`src/rtl/cla_sum_stage.sv`:
```
// cla_sum_stage: final CLA stage, sums resolved carries into a drop-counting output FIFO.
// Optional macro KPG_CHECK_EN adds code_err for carry codes other than 'k'/'g'.
module cla_sum_stage #(
  parameter int WIDTH = 64,
  parameter int DEPTH = 4,
  parameter int CNT_W = 16
) (
  input  logic               clk,
  input  logic               rst,
  input  logic               in_valid,
  input  logic [WIDTH*8-1:0] y,
  input  logic [WIDTH-1:0]   c,
  input  logic [WIDTH-1:0]   d,
  output logic               out_valid,
  input  logic               out_ready,
  output logic [WIDTH-1:0]   out_sum,
  output logic               out_cout,
  output logic               almost_full,
`ifdef KPG_CHECK_EN
  output logic               code_err,
`endif
  output logic [CNT_W-1:0]   drop_cnt
);
  localparam int AW = $clog2(DEPTH);
  logic [WIDTH-1:0] gen;
  logic [WIDTH-1:0] sum_d;
  logic             s1_valid_q, s1_cout_q, almost_full_q;
  logic [WIDTH-1:0] s1_sum_q;
  logic [WIDTH:0]   mem_q [DEPTH];
  logic [AW-1:0]    wr_ptr_q, rd_ptr_q;
  logic [AW:0]      count_q, count_d;
  logic [CNT_W-1:0] drop_cnt_q;
  logic             pop, push, drop, full;
  genvar i;
  generate
    for (i = 0; i < WIDTH; i++) begin : g_code
      assign gen[i] = y[8*i +: 8] == 8'h67;
    end
  endgenerate
`ifdef KPG_CHECK_EN
  logic [WIDTH-1:0] bad;
  logic             code_err_q;
  generate
    for (i = 0; i < WIDTH; i++) begin : g_bad
      assign bad[i] = !(y[8*i +: 8] == 8'h67 || y[8*i +: 8] == 8'h6B);
    end
  endgenerate
  always_ff @(posedge clk) code_err_q <= !rst && in_valid && |bad;
  assign code_err = code_err_q;
`endif
  // carry into bit i is the generate status of bit i-1; anything but 'g' means no carry
  assign sum_d   = c ^ d ^ {gen[WIDTH-2:0], 1'b0};
  assign full    = count_q == (AW+1)'(DEPTH);
  assign pop     = out_valid && out_ready;
  assign push    = s1_valid_q && (!full || pop);
  assign drop    = s1_valid_q && full && !pop;
  assign count_d = count_q + (AW+1)'(push) - (AW+1)'(pop);
  always_ff @(posedge clk) begin
    if (rst) begin
      s1_valid_q    <= 1'b0;
      s1_sum_q      <= '0;
      s1_cout_q     <= 1'b0;
      wr_ptr_q      <= '0;
      rd_ptr_q      <= '0;
      count_q       <= '0;
      almost_full_q <= 1'b0;
      drop_cnt_q    <= '0;
    end else begin
      s1_valid_q    <= in_valid;
      s1_sum_q      <= in_valid ? sum_d : s1_sum_q;
      s1_cout_q     <= in_valid ? gen[WIDTH-1] : s1_cout_q;
      wr_ptr_q      <= push ? wr_ptr_q + AW'(1) : wr_ptr_q;
      rd_ptr_q      <= pop ? rd_ptr_q + AW'(1) : rd_ptr_q;
      count_q       <= count_d;
      almost_full_q <= count_d >= (AW+1)'(DEPTH-1);
      drop_cnt_q    <= (drop && drop_cnt_q != '1) ? drop_cnt_q + CNT_W'(1) : drop_cnt_q;
    end
  end
  always_ff @(posedge clk) begin
    if (!rst && push) mem_q[wr_ptr_q] <= {s1_cout_q, s1_sum_q};
  end
  assign out_valid             = count_q != '0;
  assign {out_cout, out_sum}   = out_valid ? mem_q[rd_ptr_q] : '0;
  assign almost_full           = almost_full_q;
  assign drop_cnt              = drop_cnt_q;
endmodule

```
`config.mk`:
```
export PLATFORM = sky130hd
export DESIGN_NAME = cla_sum_stage
export DESIGN_NICKNAME = d
export VERILOG_FILES = /design/src/rtl/cla_sum_stage.sv
export SDC_FILE = /design/constraint.sdc
export NUM_CORES = 1
export LEC_CHECK = 0
export ABC_CLOCK_PERIOD_IN_PS = 6500
export BUFFER_PORTS_ARGS = -buffer_cell sky130_fd_sc_hd__buf_2
export CAP_MARGIN = 20
export CORE_AREA = 2 2 281 283
export DETAILED_ROUTE_END_ITERATION = 12
export DIE_AREA = 0 0 283 285
export GPL_ROUTABILITY_DRIVEN = 0
export HOLD_SLACK_MARGIN = 0.12
export MAX_ROUTING_LAYER = met4
export PLACE_DENSITY = 0.39
export SLEW_MARGIN = 15
export SYNTH_ARGS = -nofsm -noshare
export SYNTH_HDL_FRONTEND = slang
export SYNTH_SLANG_ARGS = --single-unit
```
`constraint.sdc`:
```
create_clock -name clk -period 6.5 [get_ports clk]
set_input_delay 0.65 -clock clk [delete_from_list [all_inputs] [get_ports clk]]
set_output_delay 0.65 -clock clk [all_outputs]
set_load 0.01 [all_outputs]
```
==> run summary <==
Status = complete, no violations
CTS Sinks = 352
CP arrival = 3.08 ns
Nets = 2546
Adder-cell share of the synthesized area = 0.6627%
Netlist cell types = 43
Crit Path Class = flop to output port
Worst Tran Pin Value = 0.8706 ns
Setup Buffers After CTS = 0
Setup TNS = 0 ns
Detailed Route Iter0 Violations = 562
Met3 global-route usage = 2.344%
FFs w/ async S/R, synth = 0%
Gr usage total = 12.90%
Post-synth top area cell = edfxtp_1
Largest buffer count on any clock path = 3
YS warnings = 0
Clock skew = 0.01206 ns
Max-Cap Viols = 0
Slew HR = 41.96%
Post-DP HPWL = 36890 um
Post-cts resize count = 0
Final Setup Violations = 0
Vias per inst = 4.245
Post-Syn Instances = 1162
Synth top area share = 48.09%
Starting density of the core = 20.82%
Power density cells = 286.2 nW/um^2
Crit end category = output port
Fraction of layout cells with a size suffix above 1 = 45.50%
Boundary Pins = 727
Main synth FF type = edfxtp_1
Top-count cell post-synth = edfxtp_1
Per-cell routed wire length = 17.48 um
Top cells by area, synth = edfxtp_1 (48%), dfxtp_1 (11%), mux4_2 (9.0%)
Mapped Area = 16240 sq um
CTS Root Cell = clkbuf_16
Antenna diode count = 0
Xor/xnor share of the synthesized area = 3.722%
EDFF count, synth = 260
CP Launch Type = flop
First-pass GRT wire length = 77690 um
Worst-Skew Late Latency = 0.53 ns
Slew Viols, Final = 0
CTS Hold Buffers Added = 0
Post-synthesis simple-gate area fraction = 20.74%
IR Drop Worst-Case VDD = 226.8 uV
Post-synthesis sequential area ratio = 59.43%
Largest family of logic cells by synthesized area = simple AND/OR/NAND/NOR gates
Period minus WS final = 3.730 ns
Mux contribution to synthesized area = 9.239%
Mapped Avg Cell Area = 13.97 sq um
Routed Antenna Nets = 0
Clk slew on worst S/H paths = 0.06 ns
Detailed Routing Iterations Pass 1 = 5
H-tree depth = 2
Core box area = 77970 sq um
Final hold vios = 0
Routing usage on met1 = 14.06%
Met2 Use GR = 23.50%
Synth Area in Compound Gates = 4.978%
Leak = 0.008839 uW
Post-Route WL = 51970 um
Clock buffer count from CTS = 41
Worst Hold Class = primary input to flop
Area delta synth->final = 37.74%
Required @ worst endpoint = 5.85 ns
Row count = 103
Die Width = 283 um
Via count = 12620
Net count after synthesis = 1814
Total grt overflow = 0
Die area = 80660 sq um
Die height = 285 um
Period utilization = 57.39%
GRT Max-Usage Layer = met2
Critical Path Fanout Max = 37
IO Port Bufs = 726
Top cells by count, synth = edfxtp_1 (260), a21oi_1 (139), dfxtp_1 (92)
Synthesized flop and latch total = 352
Max Clk Rate = 268.1 MHz
Remaining DRCs = 0
CTS tree = yes
Number of global-route vias before repair = 13360
Initial antenna violation count = 1
Final core occ = 28.68%
RSZ-0062 raised after global routing = false
Largest net degree at the start of global routing = 69
==> critical path, stage by stage (launching register included) <==
cell,delay (ns)
dfxtp_4,0.77
buf_4,0.80
mux4_2,0.59
and2_1,0.20
buf_2,0.15
==> layout make-up <==
type	count	area, sq um
clock buffers	55	1109
flip-flops and latches	352	9657
multi-input cells	759	6402
repair buffers	734	3699
inverters	6	22.52
fillers	8057	55600
clock inverters	17	161.4
well taps	1050	1314
==> layout by cell type, fill, tap and decap left out, drive strengths merged, types with 55 or more instances in the layout <==
| cell | synthesis | routed |
|---|---|---|
| dfxtp | 92 | 92 |
| buf | 12 | 734 |
| nand3 | 70 | 70 |
| and4b | 64 | 64 |
| mux4 | 65 | 65 |
| clkbuf | 33 | 55 |
| and2 | 73 | 73 |
| nor4bb | 64 | 64 |
| xor2 | 64 | 64 |
| nand2b | 65 | 65 |
| nand3b | 63 | 63 |
| edfxtp | 260 | 260 |
| a21oi | 139 | 139 |
==> per-stage QoR <==
| step | total power, uW | instance area (sq um) | cells | hold WS, ns | setup slack [ns] |
|---|---|---|---|---|---|
| floorplan | 3541 | 16240 | 1162 | 0.4611 | 3.451 |
| global placement | 4317 | 21090 | 2901 | 0.4847 | 3.155 |
| detailed placement | 4330 | 21090 | 2901 | 0.4887 | 3.128 |
| CTS | 6573 | 22360 | 2973 | 0.4291 | 2.512 |
| global route | 6784 | 22360 | 2973 | 0.4685 | 2.427 |
| finish | 6401 | 22360 | 2973 | 0.4654 | 2.770 |
==> layer usage <==
layer	vias to the layer above	part of all wire (%)
li1	6042	-
met1	6032	39
met2	473	52
met3	72	5.4
met4	0	2.8
met5	-	0
==> state kept, by name, indices dropped and copies added (netlist names), named ones only <==
register     flops
almost_full      1
count_q          3
drop_cnt        16
mem_q          260
rd_ptr_q         2
s1_cout_q        1
s1_sum_q        64
s1_valid_q       1
wr_ptr_q         2
==> kinds of logic (layout without fill, tap and decap cells) <==
group / Yosys count / in the layout
and+or+nand+nor: 458 / 458
DFF: 352 / 352
AOI/OAI and AO/OA: 156 / 156
xor gates and xnor gates: 69 / 69
muxes: 68 / 68
buffers and inverters: 51 / 812
adders and majority gates: 8 / 8
==> power by group <==
part           total (uW)  switching, uW  internal (uW)
sequential           2630            121           2500
clock                2190            881           1310
combinational        1580            798            783
total                6400           1800           4600
==> worst paths after layout <==
path / start / endpoint / slack [ns] / depth (start not counted)
setup / recovery: flop / out_sum[60] / 2.77 / 4
hold / removal: y[508] / s1_cout_q / 0.47 / 4
setup reg to reg: count_q[1] / almost_full / 3.54 / 10
hold reg to reg: s1_sum_q[25] / mem_q[0][25] / 0.50 / 0
No activity file was read; power rests on OpenSTA's default activity.
